`config.mk`:
```
export PLATFORM = sky130hd
export DESIGN_NAME = ppu_ram_arb
export DESIGN_NICKNAME = d
export VERILOG_FILES = /design/src/rtl/ppu_mem_pkg.sv /design/src/rtl/ppu_ram_arb.sv
export SDC_FILE = /design/constraint.sdc
export NUM_CORES = 1
export LEC_CHECK = 0
export ABC_AREA = 1
export CORE_MARGIN = 5
export CORE_UTILIZATION = 44
export CTS_CLUSTER_DIAMETER = 30
export DETAILED_ROUTE_END_ITERATION = 7
export GPL_TIMING_DRIVEN = 0
export HOLD_SLACK_MARGIN = 0.03
export PLACE_DENSITY = 0.86
export SYNTH_ARGS = -nofsm -noshare
export SYNTH_HDL_FRONTEND = slang
export SYNTH_SLANG_ARGS = --single-unit
```
`constraint.sdc`:
```
create_clock -name clk_ppu_p -period 3.1 [get_ports clk_ppu_p]
set_input_delay 0.465 -clock clk_ppu_p [delete_from_list [all_inputs] [get_ports clk_ppu_p]]
set_output_delay 0.465 -clock clk_ppu_p [all_outputs]
set_load 0.01 [all_outputs]
```
`src/rtl/ppu_mem_pkg.sv`:
```
// Shared types for the PPU RAM arbiter: FSM states, grant owner and the
// CPU mask to memory byte-enable conversion.
package ppu_mem_pkg;

  typedef enum logic [1:0] {
    IDLE    = 2'd0,
    RD_WAIT = 2'd1,
    WR_ACK  = 2'd2,
    ACK     = 2'd3
  } state_t;

  typedef enum logic [1:0] {
    GNT_NONE = 2'd0,
    GNT_CPU  = 2'd1,
    GNT_VID  = 2'd2
  } gnt_t;

  // CPU mask bit 1 means "do not write this byte"; memory wants 1 = write.
  function automatic logic [3:0] mask_to_be(input logic [3:0] mask);
    return ~mask;
  endfunction

endpackage

```
`src/rtl/ppu_ram_arb.sv`:
```
// Single-port RAM arbiter between the PPU CPU port and the video scanout
// fetch port. Video has priority; a starvation counter forces a CPU grant
// after VID_MAX consecutive video grants while the CPU waits.
module ppu_ram_arb
  import ppu_mem_pkg::*;
#(
  parameter int unsigned AW      = 16,
  parameter int unsigned RD_LAT  = 1,
  parameter int unsigned VID_MAX = 4
) (
  input  logic          clk_ppu_p,
  input  logic          vm_init,
  input  logic [AW-1:0] addr_ram,
  input  logic [31:0]   duot_ram,
  input  logic [3:0]    mask_ram,
  input  logic          read_ram,
  input  logic          wrte_ram,
  output logic          askn_ram,
  output logic [31:0]   dinp_ram,
  input  logic          vid_req,
  input  logic [AW-1:0] vid_addr,
  output logic          vid_ack,
  output logic [31:0]   vid_dat,
  output logic [AW-1:0] mem_addr,
  output logic [31:0]   mem_wdata,
  output logic [3:0]    mem_be,
  output logic          mem_we,
  output logic          mem_re,
  input  logic [31:0]   mem_rdata
);

  localparam int unsigned SW         = $clog2(VID_MAX + 1);
  localparam logic [SW-1:0] STARVE_MAX = SW'(VID_MAX);
  localparam logic [2:0]    LAT_LAST   = 3'(RD_LAT);

  state_t        state_q, state_d;
  gnt_t          gnt_q, gnt_d;
  logic [2:0]    lat_q, lat_d;
  logic [SW-1:0] starve_q, starve_d;
  logic          cpu_done_q, cpu_done_d;

  logic [AW-1:0] mem_addr_q, mem_addr_d;
  logic [31:0]   mem_wdata_q, mem_wdata_d;
  logic [3:0]    mem_be_q, mem_be_d;
  logic          mem_we_q, mem_we_d;
  logic          mem_re_q, mem_re_d;
  logic          askn_q, askn_d;
  logic          vid_ack_q, vid_ack_d;
  logic [31:0]   dinp_q, dinp_d;
  logic [31:0]   vid_dat_q, vid_dat_d;

  logic cpu_req;
  logic cpu_pend;

  assign cpu_req  = read_ram | wrte_ram;
  assign cpu_pend = cpu_req & ~cpu_done_q;

  // Arbitration, access sequencing, starvation tracking and ack generation.
  always_comb begin
    state_d     = state_q;
    gnt_d       = gnt_q;
    lat_d       = lat_q;
    starve_d    = starve_q;
    cpu_done_d  = cpu_done_q;
    mem_addr_d  = '0;
    mem_wdata_d = '0;
    mem_be_d    = '0;
    mem_we_d    = 1'b0;
    mem_re_d    = 1'b0;
    askn_d      = 1'b0;
    vid_ack_d   = 1'b0;
    dinp_d      = dinp_q;
    vid_dat_d   = vid_dat_q;

    if (!cpu_req) cpu_done_d = 1'b0;
    if (!cpu_pend) starve_d = '0;

    unique case (state_q)
      IDLE: begin
        if (vid_req && !(cpu_pend && starve_q == STARVE_MAX)) begin
          gnt_d      = GNT_VID;
          mem_re_d   = 1'b1;
          mem_addr_d = vid_addr;
          lat_d      = '0;
          state_d    = RD_WAIT;
          // Only reachable below STARVE_MAX while the CPU waits, so no wrap.
          if (cpu_pend) starve_d = starve_q + 1'b1;
        end else if (cpu_pend) begin
          gnt_d      = GNT_CPU;
          starve_d   = '0;
          mem_addr_d = addr_ram;
          lat_d      = '0;
          if (wrte_ram) begin
            mem_we_d    = 1'b1;
            mem_wdata_d = duot_ram;
            mem_be_d    = mask_to_be(mask_ram);
            state_d     = WR_ACK;
          end else begin
            mem_re_d = 1'b1;
            state_d  = RD_WAIT;
          end
        end
      end
      RD_WAIT: begin
        if (lat_q == LAT_LAST) begin
          if (gnt_q == GNT_CPU) begin
            dinp_d = mem_rdata;
            if (cpu_req) begin
              askn_d     = 1'b1;
              cpu_done_d = 1'b1;
            end
          end else begin
            vid_dat_d = mem_rdata;
            vid_ack_d = 1'b1;
          end
          state_d = ACK;
        end else begin
          lat_d = lat_q + 1'b1;
        end
      end
      WR_ACK: begin
        if (cpu_req) begin
          askn_d     = 1'b1;
          cpu_done_d = 1'b1;
        end
        state_d = ACK;
      end
      ACK: begin
        gnt_d   = GNT_NONE;
        state_d = IDLE;
      end
      default: state_d = IDLE;
    endcase
  end

  // State and registered outputs; reset discards any in-flight access.
  always_ff @(posedge clk_ppu_p) begin
    if (vm_init) begin
      state_q     <= IDLE;
      gnt_q       <= GNT_NONE;
      lat_q       <= '0;
      starve_q    <= '0;
      cpu_done_q  <= 1'b0;
      mem_addr_q  <= '0;
      mem_wdata_q <= '0;
      mem_be_q    <= '0;
      mem_we_q    <= 1'b0;
      mem_re_q    <= 1'b0;
      askn_q      <= 1'b0;
      vid_ack_q   <= 1'b0;
      dinp_q      <= '0;
      vid_dat_q   <= '0;
    end else begin
      state_q     <= state_d;
      gnt_q       <= gnt_d;
      lat_q       <= lat_d;
      starve_q    <= starve_d;
      cpu_done_q  <= cpu_done_d;
      mem_addr_q  <= mem_addr_d;
      mem_wdata_q <= mem_wdata_d;
      mem_be_q    <= mem_be_d;
      mem_we_q    <= mem_we_d;
      mem_re_q    <= mem_re_d;
      askn_q      <= askn_d;
      vid_ack_q   <= vid_ack_d;
      dinp_q      <= dinp_d;
      vid_dat_q   <= vid_dat_d;
    end
  end

  assign mem_addr  = mem_addr_q;
  assign mem_wdata = mem_wdata_q;
  assign mem_be    = mem_be_q;
  assign mem_we    = mem_we_q;
  assign mem_re    = mem_re_q;
  assign askn_ram  = askn_q;
  assign vid_ack   = vid_ack_q;
  assign dinp_ram  = dinp_q;
  assign vid_dat   = vid_dat_q;

endmodule

```
==> results.toml <==
[status]
status = "finished clean"

[clock_tree]
postCtsHoldBufs = 0
cts_tree = "built"
clock-sinks = 131
ctsResizeCount = 0
numCtsBuffers = 17
clkTransAtPathRegs_ns = 0.06
clockBufferDepth = 2
postCtsSetupRepairBufs = 0
clockRootBuffer = "clkbuf_8"
clk_latency_ns = 0.52
h-tree-depth = 4

[cells_and_area]
n_antenna_cell = 0
drive_gt1_frac = 0.1117
nets = 929
fin_util = 0.7212
fillers = 794
area_growth_pct = 62.14

[logic_synthesis]
seq_area_frac_synth = 0.5511
synth_edf_count = 0
synth-seq-cells = 131
synth.distinct_cells = 26
ys_warn_count = 0
synth_cells = 572
synth_area_per_cell_um2 = 8.319
synth.cell_area_um2 = 4758
synth-main-ff-cell = "dfxtp_1"
synth_fp_nets = 686
synthArstFlopShare = 0

[setup_path]
start_kind = "register"
cp_cell_sequence = "clkdlybuf4s50_1"
rrSetupSlack_ns = 1.23
cp.arrival_ns = 1.44
cp-end-kind = "output pin"
worst_path_largest_cell_delay_ns = 0.56
crit_path_top_delay_cell = "clkdlybuf4s50_1"
path_buf_inv = 1
critPathKind = "reg -> out"
required_ns = 2.63
path_max_fanout = 2
cpLargestDelayFamily = "buffers and inverters"

[placed_design]
portBuffers = 224
place_ws_ns = 1.000
dp_hpwl_mm = 11.49
routabilityCongestion = 0.8743

[routing]
wire_per_inst_um = 15.72
drtAntennaViolNets = 0
drc = 0
drt_iter0_drc = 193
vias_per_cell = 4.788
dr.pass1.iters = 4
wirelength_mm = 15.16
vias = 4616

[global_routing]
track_usage = 0.2323
grt_antenna_before_repair = 0
grt.overflow.total = 0
grt_max_degree = 17
grt_pass1_wl_mm = 23.96
grt_pass1_vias = 4852

[floorplan]
fp.dieW_um = 114.0
io_pins = 225
die_area_um2 = 12990
core_area_um2 = 10700
initial_core_util = 0.4448
fp-row-count = 38
die_y_um = 114.0

[timing]
drv_slew = 0
fin_crit_ns = 1.901
finalHoldViolCount = 0
fmax_mhz = 526.2
rsz0062_at_grt = "false"
fin_crit_sh = 0.6131
finalSetupTns_ns = 0
layout_setup_ws_ns = 1.199
slew_headroom = 0.6906
setup_viol = 0
fin_skew_ns = 0.005978
worstMarginPinSlew_ns = 0.4641

[pwr]
cell_internal_pwr_mw = 3.529
p_sw_mw = 1.316
pwr-share-clk = 0.376
p_total_mw = 4.845
combPwrFrac = 0.225
pwr-share-seq = 0.399
powerDensity_nw_per_um2 = 628.1
irDropWorstVdd_mv = 0.3871
switching_share = 0.2716
power_leakage_nw = 3.296

[job]
max-cap-violations = 0

[min_path]
hp-class = "in -> reg"
-- layout by cell type, fill, tap and decap left out, types with 13 or more instances in the layout --
cell	instances
nor2_2	30
o21ai_0	76
a21oi_1	27
clkbuf_16	16
buf_2	13
nand2_1	19
nor2_1	165
inv_1	51
clkdlybuf4s50_1	224
dfxtp_1	131
-- metrics by stage --
step,cell area (um^2),hold WS [ns],instances
finish,7715,0.4748,964
global route,7715,0.4847,964
CTS,7715,0.4545,964
detailed placement,7176,0.4762,936
global placement,7176,0.4649,936
floorplan,4758,0.4544,572
-- path summary, 6_finish.rpt --
path	start	cells after the start	end
worst min-delay path	duot_ram[1]	3	mem_wdata[1]
worst max-delay path	dinp_ram[21]	1	dinp_ram[21]
worst min register to register	gnt_q[0]	2	gnt_q[0]
worst max register to register	state_q[1]	8	dinp_ram[20]
-- layer usage --
metal  track usage  up-vias  share of wire
li1              -     2269              -
met1        0.2445     2113           0.38
met2        0.4110      204           0.49
met3       0.09708       30           0.11
met4       0.08947        0          0.021
met5             0        -              0
-- layout make-up --
cell class / instances / area (um^2) / share of cell area
buffer: 29 / 177.7 / 0.02303
clock buffer: 23 / 486.7 / 0.06309
sequential: 131 / 2623 / 0.3399
inverter: 53 / 198.9 / 0.02579
timing repair buffer: 224 / 2242 / 0.2906
tap: 140 / 175.2 / 0.02271
multi-input combinational: 359 / 1759 / 0.2280
clock inverter: 5 / 52.55 / 0.006812
-- cells in the mapped netlist, types with 5 or more instances --
| master | n | share of area |
|---|---|---|
| nand3_1 | 6 | 0.0063 |
| ha_1 | 9 | 0.024 |
| nor2_4 | 5 | 0.012 |
| o21ai_0 | 76 | 0.080 |
| dfxtp_1 | 131 | 0.55 |
| inv_1 | 51 | 0.040 |
| buf_2 | 13 | 0.014 |
| nand2_1 | 19 | 0.015 |
| a21oi_1 | 27 | 0.028 |
| clkbuf_1 | 9 | 0.0071 |
| nor2_2 | 30 | 0.039 |
| buf_6 | 5 | 0.012 |
| o21ai_1 | 10 | 0.011 |
| nor2_1 | 165 | 0.13 |
-- sequential cells by signal, indices dropped and copies added (netlist names), 2 cells and up --
name	flops
starve_q	3
dinp_ram	32
state_q	2
gnt_q	2
lat_q	3
mem_wdata	32
vid_dat	32
mem_addr	16
mem_be	4
-- cell families (layout without fill, tap and decap cells) --
family / Yosys count / after routing / share of synthesized area
flip-flops: 131 / 131 / 0.5511
AND/OR/NAND/NOR: 234 / 234 / 0.2201
XOR/XNOR: 2 / 2 / 0.003682
adder cells (fa/ha/maj): 9 / 9 / 0.02367
buffers and inverters: 82 / 334 / 0.07915
AO/OA/AOI/OAI: 114 / 114 / 0.1223
-- power groups by stage --
stage	logic [mW]	registers, mW	clock network, mW
2_1_floorplan	0.486	2.02	0
3_3_place_gp	1.04	1.96	0
3_5_place_dp	1.07	1.97	0
4_1_cts	1.09	1.93	1.85
5_1_grt	1.20	1.95	1.94
6_report	1.09	1.93	1.82
-- tightest hold or removal path, cell delays in order --
cell and delay, ns:
clkdlybuf4s50_1 0.40, inv_1 0.05, nor2_1 0.03
Note: power is estimated with default switching activity, not from simulation.
